`config.mk`:
```
export PLATFORM = sky130hd
export DESIGN_NAME = mem_wb_stage
export DESIGN_NICKNAME = d
export VERILOG_FILES = /design/src/rtl/mem_wb_stage.sv
export SDC_FILE = /design/constraint.sdc
export NUM_CORES = 1
export LEC_CHECK = 0
export ABC_AREA = 1
export BUFFER_PORTS_ARGS = -buffer_cell sky130_fd_sc_hd__buf_2
export CORE_MARGIN = 2
export CORE_UTILIZATION = 34
export CTS_BUF_LIST = sky130_fd_sc_hd__clkbuf_2 sky130_fd_sc_hd__clkbuf_4 sky130_fd_sc_hd__clkbuf_8
export DETAILED_ROUTE_END_ITERATION = 12
export PLACE_DENSITY_LB_ADDON = 0.05
export SETUP_SLACK_MARGIN = 0.05
export SYNTH_ARGS = -nofsm -noshare
export SYNTH_HDL_FRONTEND = slang
export SYNTH_SLANG_ARGS = --single-unit
```
`constraint.sdc`:
```
create_clock -name clk -period 1.47 [get_ports clk]
set_input_delay 0.147 -clock clk [delete_from_list [all_inputs] [get_ports clk]]
set_output_delay 0.147 -clock clk [all_outputs]
set_load 0.02 [all_outputs]
```
`src/rtl/mem_wb_stage.sv`:
```
// Memory-access and write-back stage: issues load/store on a req/ack data port,
// stalls upstream while an access is outstanding, and drives the register-file write port.
`timescale 1ns/1ps
module mem_wb_stage #(
    parameter int DATA_W  = 16,
    parameter int ADDR_W  = 16,
    parameter int REG_W   = 4,
    parameter int TIMEOUT = 15
) (
    input  logic              clk,
    input  logic              rst_n,
    input  logic              valid_in,
    input  logic [DATA_W-1:0] dst,
    input  logic [DATA_W-1:0] st_data,
    input  logic [REG_W-1:0]  wb_reg,
    input  logic              we_in,
    input  logic              mem_re,
    input  logic              mem_we,
    input  logic              hlt_in,
    output logic              stall,
    output logic [ADDR_W-1:0] dm_addr,
    output logic [DATA_W-1:0] dm_wdata,
    output logic              dm_re,
    output logic              dm_we,
    input  logic [DATA_W-1:0] dm_rdata,
    input  logic              dm_ack,
    output logic              rf_we,
    output logic [REG_W-1:0]  rf_dst_addr,
    output logic [DATA_W-1:0] rf_w_data,
    output logic              hlt,
    output logic              err
);
    localparam int CNT_W = $clog2(TIMEOUT + 1);

    typedef enum logic {IDLE, WAIT} state_t;

    state_t             state_reg, state_next;
    logic [CNT_W-1:0]   cnt_reg, cnt_next;
    logic [ADDR_W-1:0]  dm_addr_reg, dm_addr_next;
    logic [DATA_W-1:0]  dm_wdata_reg, dm_wdata_next;
    logic               dm_re_reg, dm_re_next;
    logic               dm_we_reg, dm_we_next;
    logic [REG_W-1:0]   pend_idx_reg, pend_idx_next;
    logic               pend_wr_reg, pend_wr_next;
    logic               rf_we_reg, rf_we_next;
    logic [REG_W-1:0]   rf_dst_addr_reg, rf_dst_addr_next;
    logic [DATA_W-1:0]  rf_w_data_reg, rf_w_data_next;
    logic               hlt_reg, hlt_next;
    logic               err_reg, err_next;

    logic accept;
    logic is_mem;

    // A halted core ignores every incoming instruction.
    assign accept = valid_in & ~hlt_reg;
    assign is_mem = mem_re | mem_we;

    assign stall = ((state_reg == IDLE) & accept & is_mem) | (state_reg == WAIT);

    always_comb begin
        state_next       = state_reg;
        cnt_next         = cnt_reg;
        dm_addr_next     = dm_addr_reg;
        dm_wdata_next    = dm_wdata_reg;
        dm_re_next       = dm_re_reg;
        dm_we_next       = dm_we_reg;
        pend_idx_next    = pend_idx_reg;
        pend_wr_next     = pend_wr_reg;
        rf_we_next       = 1'b0;
        rf_dst_addr_next = rf_dst_addr_reg;
        rf_w_data_next   = rf_w_data_reg;
        hlt_next         = hlt_reg;
        err_next         = err_reg;

        case (state_reg)
            IDLE: begin
                if (accept) begin
                    if (hlt_in) begin
                        hlt_next = 1'b1;
                    end
                    if (is_mem) begin
                        // Both kinds at once is illegal: only the read is carried out.
                        dm_addr_next  = dst[ADDR_W-1:0];
                        dm_wdata_next = st_data;
                        dm_re_next    = mem_re;
                        dm_we_next    = mem_we & ~mem_re;
                        pend_idx_next = wb_reg;
                        pend_wr_next  = mem_re & we_in & (wb_reg != '0);
                        cnt_next      = '0;
                        state_next    = WAIT;
                        if (mem_re && mem_we) begin
                            err_next = 1'b1;
                        end
                    end else begin
                        rf_we_next       = we_in & (wb_reg != '0);
                        rf_dst_addr_next = wb_reg;
                        rf_w_data_next   = dst;
                    end
                end
            end
            WAIT: begin
                if (dm_ack) begin
                    dm_re_next = 1'b0;
                    dm_we_next = 1'b0;
                    state_next = IDLE;
                    if (pend_wr_reg) begin
                        rf_we_next       = 1'b1;
                        rf_dst_addr_next = pend_idx_reg;
                        rf_w_data_next   = dm_rdata;
                    end
                end else if (cnt_reg == CNT_W'(TIMEOUT - 1)) begin
                    // This cycle is the last one allowed: abandon the access.
                    cnt_next   = CNT_W'(TIMEOUT);
                    dm_re_next = 1'b0;
                    dm_we_next = 1'b0;
                    err_next   = 1'b1;
                    state_next = IDLE;
                end else begin
                    cnt_next = cnt_reg + 1'b1;
                end
            end
            default: state_next = IDLE;
        endcase
    end

    always_ff @(posedge clk) begin
        if (!rst_n) begin
            state_reg       <= IDLE;
            cnt_reg         <= '0;
            dm_addr_reg     <= '0;
            dm_wdata_reg    <= '0;
            dm_re_reg       <= 1'b0;
            dm_we_reg       <= 1'b0;
            pend_idx_reg    <= '0;
            pend_wr_reg     <= 1'b0;
            rf_we_reg       <= 1'b0;
            rf_dst_addr_reg <= '0;
            rf_w_data_reg   <= '0;
            hlt_reg         <= 1'b0;
            err_reg         <= 1'b0;
        end else begin
            state_reg       <= state_next;
            cnt_reg         <= cnt_next;
            dm_addr_reg     <= dm_addr_next;
            dm_wdata_reg    <= dm_wdata_next;
            dm_re_reg       <= dm_re_next;
            dm_we_reg       <= dm_we_next;
            pend_idx_reg    <= pend_idx_next;
            pend_wr_reg     <= pend_wr_next;
            rf_we_reg       <= rf_we_next;
            rf_dst_addr_reg <= rf_dst_addr_next;
            rf_w_data_reg   <= rf_w_data_next;
            hlt_reg         <= hlt_next;
            err_reg         <= err_next;
        end
    end

    assign dm_addr     = dm_addr_reg;
    assign dm_wdata    = dm_wdata_reg;
    assign dm_re       = dm_re_reg;
    assign dm_we       = dm_we_reg;
    assign rf_we       = rf_we_reg;
    assign rf_dst_addr = rf_dst_addr_reg;
    assign rf_w_data   = rf_w_data_reg;
    assign hlt         = hlt_reg;
    assign err         = err_reg;

endmodule

```
# Word level (Yosys, flattened, before mapping)
# Cells that the tools add are included.
[word_totals]
reg_bits = 67
in_bits = 60
out_inout_bits = 58
wordCells = 83
[op_classes]
add_sub_neg = 1
n_eq_ne = 10
mux = 39
n_bitwise = 12
n_reduce_logical = 8
[ops]
columns = ["cell", "n"]
rows = [
  ["$mux W16", 4],
  ["$mux W4", 8],
  ["$pmux W16 S2", 1],
  ["$mux W1", 19],
  ["$pmux W4 S2", 2],
  ["$reduce_and A3 Y1", 4],
  ["$ne A2 B2 Y1 const B", 5],
  ["$pmux W1 S2", 5],
  ["$and A1 B1 Y1", 7],
  ["$ne A2 B1 Y1 const B", 3],
  ["$reduce_and A5 Y1", 1],
  ["$add A4 B1 Y4 const B", 1],
  ["$eq A4 B4 Y1 const B", 1],
  ["$reduce_and A4 Y1", 1],
  ["$reduce_bool A4 Y1", 1],
  ["$ne A3 B2 Y1 const B", 1],
  ["$not A1 Y1", 3],
  ["$or A1 B1 Y1", 2],
  ["$logic_and A1 B1 Y1", 1],
]

# Depth between registers and ports, before layout
[logic_depth]
ltp_word = 5
depth_mapped = 8
mapped_depth_nobuf = 8

# Worst setup path before layout
# Ideal clock, no wire load.
[synth_path]
path_kind = "reg2reg"
start = "register hlt_reg (netlist: hlt)"
end = "register rf_dst_addr_reg[0] (netlist: rf_dst_addr[0])"
setup_time_ps = 115
arrival_ps = 1063
slack_ps = 292
path_stages_with_launch = 8
n_path_buf = 1
period_less_slack_ps = 1178
cell_sequence = "dfxtp_1 -> nor2_4 -> nand2_1 -> nand2_1 -> buf_2 -> nand3_1 -> nand2_1 -> nor2_1"
[synth_via]
elab_chain_len = 4
[synth_lines]
columns = ["element", "line", "source"]
rows = [
  ["start, declared", "48", "logic hlt_reg, hlt_next;"],
  ["start signal, assigned", "153", "hlt_reg <= hlt_next;"],
  ["$not A1 Y1", "55", "assign accept = valid_in & ~hlt_reg;"],
  ["$and A1 B1 Y1", "55", ""],
  ["$ne A2 B2 Y1 (no source line)", "n/a", ""],
  ["$reduce_and A4 Y1 (no source line)", "n/a", ""],
  ["end signal, assigned", "151", "rf_dst_addr_reg <= rf_dst_addr_next;"],
  ["end, declared", "46", "logic [REG_W-1:0] rf_dst_addr_reg, rf_dst_addr_next;"],
]
# No other way between the ends.
# A chain may end at the register's enable or synchronous reset.

# Worst setup path in the final report
[layout_path]
start = "register state_reg"
end = "output stall"
[layout_via]
elab_chain_len = 4
[layout_lines]
columns = ["element", "line", "source"]
rows = [
  ["start, declared", "37", "state_t state_reg, state_next;"],
  ["start signal, assigned", "142", "state_reg <= state_next;"],
  ["$not A1 Y1 (no source line)", "n/a", ""],
  ["$and A1 B1 Y1 (2 in a row)", "58", "assign stall = ((state_reg == IDLE) & accept & is_mem) | (state_reg == WAIT);"],
  ["$or A1 B1 Y1 *", "58", ""],
  ["end, declared", "20", "output logic stall,"],
]
# Mark *: on every way between the ends. The rest lies on a longest branch, timed or not.

==> summary.md <==
| Metric | Value |
|---|---|
| Outcome | `finished clean` |
| Slew HR | `0.8194` |
| DP Area | `around 3600 um^2` |
| Initial antenna violation count | `0` |
| Peak VDD IR | `430.8 uV` |
| Fmax | `around 750 MHz` |
| Internal power | `between 3 and 4 mW` |
| Die Wd | `roughly 96 um` |
| Starting Density | `0.3514` |
| Synth cell types | `26` |
| Power share of the sequential group | `0.448` |
| Core area | `8258 um^2` |
| Yosys warnings | `0` |
| Fillers | `925` |
| CTS max path bufs | `2` |
| CP Class | `flip-flop to output port` |
| H-tree Lvls | `3` |
| Leakage power | `1.826 nW` |
| Starting DRT DRC Count | `between 90 and 100` |
| Post-DP HPWL | `~5700 um` |
| Vias | `between 2k and 3k` |
| Critical Path End Type | `output port` |
| Combinational Power Share | `0.200` |
| Yosys reg bits | `67` |
| Multi-input logic area | `about 1400 um^2` |
| CP Max Fanout | `10` |
| Cells after Synth | `around 400` |
| Vias in the first global route | `between 2k and 3k` |
| Synthesized area per cell | `7.218 um^2` |
| Most common cell in the synthesized netlist | `nand2_1` |
| Synth top area share | `0.4623` |
| First drt pass iteration count | `4` |
| Largest net degree at the start of global routing | `37` |
| Period Utilization, post-route | `0.9089` |
| Remaining global-route overflow | `0` |
| Die area | `about 9300 um^2` |
| # DRC | `0` |
| RSZ-0062 raised after global routing | `yes` |
| Switching share of power | `0.2903` |
| CP Data Required Time | `roughly 1.3 ns` |
| Layout Skew | `around 0.012 ns` |
| CTS buffer count | `9` |
| Design Area, Final | `3845 um^2` |
| # IOs | `118` |
| Switch Pwr | `~1.3 mW` |
| Fraction of registers with async set or reset after synthesis | `0` |
| Top post-synthesis cells by count | `nand2_1 (98), dfxtp_1 (67), nor2_1 (61)` |
| Diodes inserted | `0` |
| Layout cells sized above 1 | `0.2962` |
| Post-detailed-route count of antenna-violating nets | `0` |
| Max-cap check violation count | `0` |
| Clock power share | `0.352` |
| Main synth FF type | `dfxtp_1` |
| Worst-skew pair later-pin latency | `0.34 ns` |
| Nets@finish | `just under 600` |
| Mapped Area | `approximately 2900 um^2` |
| Final Max Slew Viols | `0` |
| Final setup viols | `0` |
| GP Congestion | `just over 0.7` |
| Worst setup SP type | `flip-flop` |
| Count of input and output buffers | `117` |
| Clk Tree Root Cell | `clkbuf_8` |
| Final hold violations | `0` |
| Syn Nets | `~460` |
| Seq. cell area | `roughly 1300 um^2` |
| Min Tclk post-route | `roughly 1.3 ns` |
| Clock sinks | `67` |
| Sequential share of the synthesized area | `0.4623` |
| Hold WS | `between 0.06 and 0.07 ns` |
| Number of flops mapped to enable cells by yosys | `0` |
| Global-route wire length before repair | `~13000 um` |
| Total GRT Usage | `0.1851` |
| Drt total wl | `between 8000 and 9000 um` |
| Pwr dens | `around 1200 nW/um^2` |
| Worst-path clk slew | `approximately 0.08 ns` |
| CTS tree | `done` |
| Hold buffers post-CTS | `0` |
| Area contributors post-synth | `dfxtp_1 (46%), nand2_1 (13%), a21oi_1 (8.8%)` |
| Top cell type by total area after synthesis | `dfxtp_1` |
| CP arrival | `around 1.2 ns` |
| Worst-Margin Slew | `0.2709 ns` |
| Wire per inst | `about 13 um` |
| Setup TNS Final | `0 ns` |
| Core Rows | `33` |
| Worst hold path class | `primary input to flip-flop` |
| Die height | `between 90 and 100 um` |
| Synth-to-Final Area Change | `32.51%` |
| Post-DR vias/cell | `4.714` |
-- power groups by stage --
stage	registers [mW]	clock network [mW]	logic (mW)
2_1_floorplan	2.18	0	0.424
4_1_cts	2.00	1.63	0.903
3_5_place_dp	2.04	0	0.901
6_report	2.00	1.58	0.894
3_3_place_gp	2.04	0	0.893
5_1_grt	2.02	1.72	1.00
-- final timing paths --
check             startpoint  slack (ns)              to  depth (start not counted)
setup reg to reg   state_reg        0.15  rf_dst_addr[3]                          7
setup / recovery   state_reg        0.13           stall                          3
hold / removal        dst[2]        0.06      dm_addr[2]                          3
hold reg to reg   dm_addr[8]        0.46      dm_addr[8]                          2
-- placed cells by master (no fill, tap or decap), types with 4 or more instances in the layout --
master / count
a21boi_0: 17
a21oi_1: 51
buf_12: 4
buf_2: 117
buf_4: 7
clkbuf_8: 11
dfxtp_1: 66
inv_1: 15
nand2_1: 98
nand3_1: 34
nor2_1: 61
o21ai_0: 17
-- critical path: stages, from the launching register on --
cell,delay (ns)
dfxtp_1,0.41
inv_2,0.14
nand2_1,0.13
buf_2,0.17
-- layer usage --
metal	global-route usage	wire length, um	vias up
met5	0	0	-
met4	0.07629	125	0
met3	0.04810	710	11
met2	0.3148	3776	104
met1	0.2216	3688	1302
li1	-	-	1529
-- layout make-up --
cell class / count / area share
clock buffer: 13 / 0.04328
clock inverter: 2 / 0.009112
inverter: 18 / 0.01952
multi-input combinational: 290 / 0.3521
sequential: 67 / 0.3492
tap: 105 / 0.03417
timing repair buffer: 130 / 0.1926
-- kinds of logic after synthesis --
family | Yosys count | share of synthesized area
simple gates | 200 | 0.2846
compound gates | 88 | 0.1690
flops | 67 | 0.4623
buf+inv | 45 | 0.07547
fa+ha+maj | 2 | 0.008623
-- what timing repair did --
action | CTS | global route
resized for setup | 0 | 5
buffers inserted | 0 | 0
setup endpoints to repair | 0 | 8
endpoints found under the hold margin | 0 | 0
-- through the flow --
stage | util | std cells | power [mW] | setup WS, ns
detailed placement | 0.4392 | 610 | 2.945 | 0.1043
finish | 0.4656 | 625 | 4.473 | 0.1339
global route | 0.4656 | 625 | 4.740 | 0.01183
global placement | 0.4392 | 610 | 2.936 | 0.1637
CTS | 0.4636 | 625 | 4.537 | 0.1002
floorplan | - | 402 | 2.601 | 0.2922
Note: power is estimated with default switching activity, not from simulation.
